**config.mk**
```make
export PLATFORM = sky130hd
export DESIGN_NAME = mant_div_seq
export DESIGN_NICKNAME = d
export VERILOG_FILES = /design/src/rtl/mant_div_seq.sv
export SDC_FILE = /design/constraint.sdc
export NUM_CORES = 1
export LEC_CHECK = 0
export ABC_AREA = 1
export CAP_MARGIN = 10
export CORE_ASPECT_RATIO = 1.2
export CORE_MARGIN = 2
export CORE_UTILIZATION = 60
export CTS_BUF_LIST = sky130_fd_sc_hd__clkbuf_4
export CTS_CLUSTER_DIAMETER = 50
export CTS_CLUSTER_SIZE = 28
export DETAILED_ROUTE_END_ITERATION = 7
export PLACE_DENSITY = 0.89
export SLEW_MARGIN = 10
export SYNTH_ARGS = -nofsm -noshare
export SYNTH_HDL_FRONTEND = slang
export SYNTH_SLANG_ARGS = --single-unit
```
**constraint.sdc**
```tcl
create_clock -name clk -period 5.7 [get_ports clk]
set_clock_uncertainty 0.1 [all_clocks]
set_input_delay 1.14 -clock clk [delete_from_list [all_inputs] [get_ports clk]]
set_output_delay 1.14 -clock clk [all_outputs]
set_load 0.005 [all_outputs]
```
**src/rtl/mant_div_seq.sv**
```systemverilog
// mant_div_seq: sequential restoring radix-2 mantissa divider.
// Computes quot = floor(A*2^MW / B) and rem = (A*2^MW) mod B, where
// A = {1, in1_frac} and B = {1, in2_frac}, one quotient bit per cycle,
// MSB first. Valid/ready handshake on both sides, synchronous abort.
module mant_div_seq #(
   parameter  int MW = 24,
   localparam int QW = MW + 1
) (
   input  logic          clk,
   input  logic          rst_n,
   input  logic          in_valid,
   output logic          in_ready,
   input  logic [MW-2:0] in1_frac,
   input  logic [MW-2:0] in2_frac,
   input  logic          abort,
   output logic          out_valid,
   input  logic          out_ready,
   output logic [QW-1:0] quot,
   output logic [MW-1:0] rem,
   output logic          sticky
);

   localparam int CW = $clog2(QW);

   localparam logic [1:0] IDLE = 2'd0;
   localparam logic [1:0] BUSY = 2'd1;
   localparam logic [1:0] DONE = 2'd2;

   logic [1:0]    state;
   logic [CW-1:0] cnt;
   logic [MW-1:0] div_r;
   logic [MW:0]   rem_r;
   logic [QW-1:0] quot_r;

   logic [MW+1:0] diff;
   logic          ge;
   logic [MW:0]   rem_nxt;

   // Trial subtraction: the extra top bit of diff is the borrow, so a
   // partial remainder up to 2*(B-1) compares correctly against B.
   always_comb begin
      diff    = {1'b0, rem_r} - {2'b00, div_r};
      ge      = ~diff[MW+1];
      rem_nxt = ge ? diff[MW:0] : rem_r;
   end

   // Control FSM and datapath: load on accept, iterate QW times, hold in DONE.
   always_ff @(posedge clk or negedge rst_n) begin
      if (!rst_n) begin
         state  <= IDLE;
         cnt    <= '0;
         div_r  <= '0;
         rem_r  <= '0;
         quot_r <= '0;
      end else if (abort) begin
         state <= IDLE;
      end else begin
         case (state)
            IDLE: begin
               if (in_valid) begin
                  state  <= BUSY;
                  div_r  <= {1'b1, in2_frac};
                  rem_r  <= {2'b01, in1_frac};
                  quot_r <= '0;
                  cnt    <= CW'(QW - 1);
               end
            end
            BUSY: begin
               quot_r <= {quot_r[QW-2:0], ge};
               if (cnt == '0) begin
                  // Last bit has weight 2^0: keep the remainder unshifted.
                  rem_r <= rem_nxt;
                  state <= DONE;
               end else begin
                  // rem_nxt < B < 2^MW here, so dropping its top bit is lossless.
                  rem_r <= {rem_nxt[MW-1:0], 1'b0};
                  cnt   <= cnt - 1'b1;
               end
            end
            DONE: begin
               if (out_ready) begin
                  state <= IDLE;
               end
            end
            default: state <= IDLE;
         endcase
      end
   end

   // Handshake and result outputs.
   always_comb begin
      in_ready  = (state == IDLE);
      out_valid = (state == DONE);
      quot      = quot_r;
      rem       = rem_r[MW-1:0];
      sticky    = |rem_r[MW-1:0];
   end

endmodule
```
After elaboration in Yosys (flattened, before gate mapping) --
Index checks and enable logic that the tools add are counted.
Word-level totals: flip-flop bits (word level) 81, input port bits 51, output and inout bits 52, word-level logic and storage cells 41
Cells by class: add/sub/neg operators 2, equal/unequal tests 8, muxes and demuxes 14, bitwise logic cells 2, reductions and logical operators 9
Operators with widths (count):
- 25-bit 2-to-1 mux | 4
- 25-bit one-hot mux with 2 select lines | 2
- 25-bit by 24-bit subtractor with 26-bit output | 1
- 24-bit OR reduction | 1
- 5-bit 2-to-1 mux | 2
- 5-bit one-hot mux with 2 select lines | 1
- 3-bit AND reduction | 3
- 2-bit 2-to-1 mux | 4
- 4-bit AND reduction | 2
- 3-bit by 2-bit != test with 1-bit output, second input constant | 2
- 3-bit != test, second input constant | 2
- 2-bit one-hot mux with 3 select lines | 1
- 5-bit zero test | 1
- 5-bit by 1-bit subtractor with 5-bit output, second input constant | 1
- 2-bit != test, second input constant | 2
- 2-bit by 1-bit equality test with 1-bit output, second input constant | 1
- 2-bit equality test, second input constant | 1
- 2-bit zero test | 1
- 1-bit NOT | 2
- 2-bit nonzero test | 1

Depth between registers and ports, before layout --
Gate-level depths: netlist of the first run.
depth after elaboration 4, gate-level depth with buffers 18, depth with buffers taken out 17

Worst setup path after synthesis of the first run --
OpenSTA, ideal clock, no wires.
kind reg2out, start point reg rem_r[15], end point out sticky, data arrival time 1.225 ns, data required time 4.460 ns, slack 3.235 ns, cell stages (with the launch flop) 4, cell sequence dfrtp_1 > or4_1 > nor4_1 > nand3_1
On the way: word-level cells in the longest chain between the ends 1
Ends and longest elaborated chain:
- from (decl) | RTL line 32 | logic [MW:0] rem_r;
- from (signal assigned) | RTL line 63 | rem_r <= {2'b01, in1_frac};
- from (signal assigned) | RTL line 72 | rem_r <= rem_nxt;
- from (signal assigned) | RTL line 76 | rem_r <= {rem_nxt[MW-1:0], 1'b0};
- 24-bit OR reduction | RTL line 96 | sticky = |rem_r[MW-1:0];
- to (decl) | RTL line 20 | output logic sticky
Every way passes these cells.

Final worst setup path of the first run --
start point reg rem_r[14], end point out sticky
The elaborated chain is that of the path after synthesis.

==> flow_summary.yaml, run 1 <==
status:
  status: "finished, final reports clean"
logic_synthesis:
  synth.yosys.warnings: 0
  synth.most_common_cell: "nand2_1"
  synthFlopType: "dfrtp_1"
  synth_area_per_cell_sq_um: 6.799
  synth_common_cells: "303 x nand2_1, 137 x inv_1, 81 x dfrtp_1, 37 x nand3_1, 36 x nor2_1"
  synth-edff-count: 0
  ys_async_sr_fraction_pct: 100.0
  ys_seq_elements: 81
  synthDistinctLibCells: 40
  yosysTopAreaCellShare_pct: 34.39
  synth_area_leader_cell: "dfrtp_1"
  synth_area_sq_um: 5894
  yosysSeqAreaShare_pct: 34.39
  netlist_instances: 867
  syn-num-nets: 945
  yosys-top-cells-area: "dfrtp_1 34%, nand2_1 19%, inv_1 8.7%, ha_1 5.5%, buf_4 3.6%"
placement:
  pre_cts_ws_ns: 2.131
  dp_hpwl_mm: 11.37
  port_buffers: 102
  place_congestion: 0.9518
  dp.cells: 1048
  place_area_sq_um: 6788
worst_setup_path:
  cp.required_ns: 4.46
  worstPathCellList: "or4_1, nor4_1, nand3_1, clkdlybuf4s50_1"
  reg2regPathDepth: 16
  max_stage_delay_ns: 0.53
  path_class: "register to output pin"
  cp_slowest_cell: "or4_1"
  rrSetupSlack_ns: 2.78
  path_max_fanout: 5
  worst_setup_path_start_kind: "register"
  crit_path_end_kind: "output pin"
  crit_arrival_ns: 2.49
  crit_family: "simple AND/OR/NAND/NOR gates"
  critPathBufInv: 1
  r2r_start: "rem_r[7]"
  r2r_end: "rem_r[12]"
job:
  drv_cap: 0
global_routing:
  gr-usage-all-layers_pct: 29.73
  grt_max_degree: 82
  grt_pass1_vias: 5399
  grt_pass1_wl_mm: 24.87
  antenna_found_initial: 0
  grt_overflow: 0
sta:
  rsz0062_at_grt: "no"
  hold_viol_final: 0
  worst_slack_ns: 1.975
  setup_viol: 0
  max-slew-margin-rel_pct: 32.39
  slew_viol_final: 0
  fmax_mhz: 268.4
  period_needed_ns: 3.725
  worstMarginPinSlew_ns: 1.014
  period_share_pct: 65.35
  tns_ns: 0
  whs_ns: 0.3946
clocking:
  ctsRootBufferMaster: "clkbuf_4"
  cts.htree.levels: 3
  post_cts_resized: 0
  cts_tree: "done"
  clk_latency_ns: 0.45
  hold_buffers: 0
  cts_setup_buffers: 0
  cts_buffers: 9
  path_clk_slew_ns: 0.14
  clock-sinks: 81
  cts.path.max_buffers: 2
die:
  initial_core_util_pct: 61.63
  pin_count: 103
  die_y_um: 112.6
  die_area_sq_um: 10640
  die_w_um: 94.48
  coreArea_sq_um: 9564
  num_rows: 39
route:
  dr_total_vias: 5610
  wirelength_mm: 15.10
  wl_per_cell_um: 14.20
  route.met3.wl_mm: 1.034
  drt_iter0_markers: 339
  viasPerCell: 5.273
  wl_met1_mm: 6.657
  dr.pass1.iters: 5
  route.top_layer_used: "met4"
  drcViolationCount: 0
  ant_nets: 0
  wl_met2_mm: 7.038
pwr:
  ir_drop_uv: 256.9
  leakagePower_nw: 3.499
  p_total_mw: 3.354
  p_per_area_nw_per_um2: 482.7
final_layout:
  antennaDiodeCount: 0
  stdcell_area_sq_um: 6948
  final_cells: 1064
  fillers: 823
  drive_gt1_share_pct: 5.845
  final_core_utilization_pct: 72.65
  syn2layout_area_growth_pct: 17.87
  nets: 1014
worst_hold_path:
  hold_path_class: "register to register"
  hold_depth: 2
  min_from: "div_r[23]"
  min_to: "div_r[23]"
-- state kept, by name (all words and copies together), names as in the netlist --
name / cells
cnt: 5
div_r: 24
quot: 25
rem_r: 25
state: 2
-- cell usage in the layout, fill, tap and decap left out, types with 3 or more instances in the layout --
cell type,count
a21boi_0,4
a21oi_1,19
a22oi_1,14
buf_4,4
clkbuf_4,9
clkdlybuf4s50_1,101
dfrtp_1,81
ha_1,26
inv_1,137
inv_2,11
nand2_1,303
nand2_2,9
nand3_1,37
nand3b_1,7
nand4_1,9
nor2_1,36
nor2_2,7
nor3_1,5
nor4_1,3
o211ai_1,3
o21ai_0,31
o21ai_1,16
o22ai_1,26
o31ai_1,3
xnor2_1,3
xor2_1,10
-- metal layers --
metal  vias up  GRT usage [%]
li1       2851              -
met1      2566          38.76
met2       166          48.48
met3        27          6.242
met4         0          11.30
met5         -              0
-- tightest hold or removal path, cell delays in order (launching register included) --
cell and delay [ns]:
dfrtp_1 0.35, inv_1 0.06, nand2_1 0.07
-- how the worst max path moves through the flow --
stage / slack [ns] / cells after the start / endpoint / startpoint
2_1_floorplan: 3.23 / 3 / sticky / rem_r[15]
3_3_place_gp: 2.21 / 10 / cnt[3] / abort
3_5_place_dp: 2.13 / 10 / cnt[3] / abort
4_1_cts: 1.93 / 4 / sticky / rem_r[15]
5_1_grt: 1.88 / 4 / sticky / rem_r[14]
6_report: 1.97 / 4 / sticky / rem_r[14]
-- power breakdown --
| part | internal [mW] | switching, mW | leakage [nW] | total, mW |
|---|---|---|---|---|
| sequential | 0.706 | 0.140 | 1.03 | 0.846 |
| combinational | 0.793 | 1.31 | 2.39 | 2.11 |
| clock | 0.178 | 0.222 | 0.0820 | 0.400 |
-- logic make-up (layout without fill, tap and decap cells) --
kind of cell	after synthesis	in the layout	synth area share [%]
adders and majority gates	27	27	5.859
AOI/OAI and AO/OA	124	124	12.44
buffers and inverters	195	269	14.60
xor gates and xnor gates	13	13	1.932
and+or+nand+nor	427	427	30.78
DFF	81	81	34.39
-- area by class of cell --
class	count	area, sq um	area share [%]
well taps	123	153.9	2.215
clock inverters	7	92.59	1.333
flip-flops and latches	81	2027	29.17
multi-input cells	591	3010	43.33
clock buffers	9	67.56	0.9724
inverters	148	555.5	7.996
repair buffers	105	1041	14.98
(Power assumes the default switching activity.)
==> run 2, diff against run 1 <==
- CORE_UTILIZATION: 60 -> 50
- PLACE_DENSITY: 0.89 -> 0.79
- clock period: 5.7 -> 3.2 ns (I/O delays scaled with it)
==> flow_summary.yaml, run 2 (synthesis results as in run 1) <==
status:
  status: "finished, final reports clean"
clocking:
  clk_latency_ns: 0.46
  path_clk_slew_ns: 0.15
  cts.htree.levels: 3
  clock-sinks: 81
  ctsRootBufferMaster: "clkbuf_4"
  cts_buffers: 9
  cts_tree: "done"
  cts.path.max_buffers: 2
sta:
  max-slew-margin-rel_pct: 48.36
  period_needed_ns: 3.114
  fmax_mhz: 321.1
  worst_slack_ns: 0.08588
  period_share_pct: 97.32
  worstMarginPinSlew_ns: 0.7737
  slew_viol_final: 0
  hold_viol_final: 0
  rsz0062_at_grt: "no"
  setup_viol: 0
  tns_ns: 0
worst_setup_path:
  crit_family: "simple AND/OR/NAND/NOR gates"
  cp_slowest_cell: "or4_1"
  critPathBufInv: 1
  crit_path_end_kind: "output pin"
  worstPathCellList: "or4_1, nor4_4, nand3_1, clkdlybuf4s50_1"
  cp.required_ns: 2.46
  path_max_fanout: 5
  path_class: "register to output pin"
  worst_setup_path_start_kind: "register"
  max_stage_delay_ns: 0.62
  crit_arrival_ns: 2.37
die:
  coreArea_sq_um: 11510
  initial_core_util_pct: 51.20
  pin_count: 103
  num_rows: 43
  die_y_um: 122.9
  die_w_um: 103.1
  die_area_sq_um: 12680
placement:
  port_buffers: 102
  dp.cells: 1088
  place_congestion: 0.9679
  dp_hpwl_mm: 11.77
  pre_cts_ws_ns: 0.3668
global_routing:
  grt_overflow: 0
  grt_pass1_wl_mm: 25.67
  gr-usage-all-layers_pct: 26.09
  grt_pass1_vias: 5333
  grt_max_degree: 82
  antenna_found_initial: 1
pwr:
  ir_drop_uv: 339.4
  leakagePower_nw: 3.534
  p_per_area_nw_per_um2: 837.3
route:
  dr.pass1.iters: 5
  drcViolationCount: 0
  dr_total_vias: 5655
  ant_nets: 0
  wirelength_mm: 15.77
  wl_per_cell_um: 14.27
  drt_iter0_markers: 363
  viasPerCell: 5.118
final_layout:
  drive_gt1_share_pct: 6.653
  layout_common_cells: "303 x nand2_1, 137 x inv_1, 101 x clkdlybuf4s50_1"
  regArea_sq_um: 2027
  multiInputGateArea_sq_um: 3025
  syn2layout_area_growth_pct: 19.34
  nets: 1020
  final_cells: 1105
  fillers: 1095
  final_common_cell: "nand2_1"
  final_core_utilization_pct: 61.10
job:
  drv_cap: 0
worst_hold_path:
  hold_path_class: "input pin to asynchronous set/reset pin"
-- run 2: cell types whose count changed in the layout (fill, tap and decap cells not counted), sizes merged --
cell      delta
bufinv       -2
diode        +1
inv          +2
clkinvlp     -1
buf          +6
clkinv       +1
-- run 2: what timing repair did --
| item | CTS | global route |
|---|---|---|
| pin swaps | 0 | 0 |
| buffers inserted | 0 | 0 |
| hold buffers | 0 | 0 |
| setup endpoints to repair | 1 | 1 |
| gates cloned | 0 | 0 |
| gates resized for setup | 1 | 1 |
-- run 2: stage by stage --
stage	hold WS [ns]	instance area, sq um	total power, mW
3_3_place_gp	0.3424	6888	5.203
4_1_cts	0.09383	7023	5.860
6_report	0.06736	7034	5.890
5_1_grt	0.1015	7034	6.472
2_1_floorplan	0.2444	5894	4.380
3_5_place_dp	0.3498	6888	5.241
-- run 2: per-layer routing --
layer / global-route usage [%] / up-vias / share of wire, %
met1: 35.72 / 2582 / 44
met4: 7.484 / 0 / 1.6
met5: 0 / - / 0
li1: - / 2872 / -
met2: 41.56 / 179 / 46
met3: 5.822 / 22 / 8.1
-- run 2: final cells by class --
cell class / count / area share (%)
Timing Repair Buffer: 111 / 15.62
Multi-Input combinational cell: 591 / 43.01
Sequential cell: 81 / 28.82
Antenna cell: 1 / 0.03557
Inverter: 148 / 7.898
Clock buffer: 9 / 0.9605
Clock inverter: 7 / 0.8716
Tap cell: 157 / 2.793
-- run 2: final timing paths --
check	from	slack (ns)	cells after the start	to
max	rem_r[15]	0.09	4	sticky
min	rst_n	0.07	2	rem_r[12]
max reg2reg	rem_r[0]	0.55	16	rem_r[24]
min reg2reg	div_r[23]	0.38	2	div_r[23]
max in group asynchronous	rst_n	2.57	2	div_r[0]
min in group clk	div_r[23]	0.38	2	div_r[23]
-- run 2: report_power, final --
part / switching (mW) / internal [mW]
Clock: 0.420 / 0.176
Sequential: 0.225 / 1.26
Combinational: 2.38 / 1.43
-- run 2: worst register-to-register path, stage by stage (launching register included) --
cell	delay (ns)
dfrtp_1	0.44
inv_1	0.11
ha_1	0.15
inv_1	0.08
fa_1	0.45
nand3_1	0.11
nand3_1	0.17
nand2_1	0.14
nand3_1	0.13
nand2_1	0.16
nand2_1	0.09
nand3_1	0.11
nand3_1	0.08
nand3_1	0.09
nand2_1	0.06
nand2_1	0.05
nand2_1	0.04
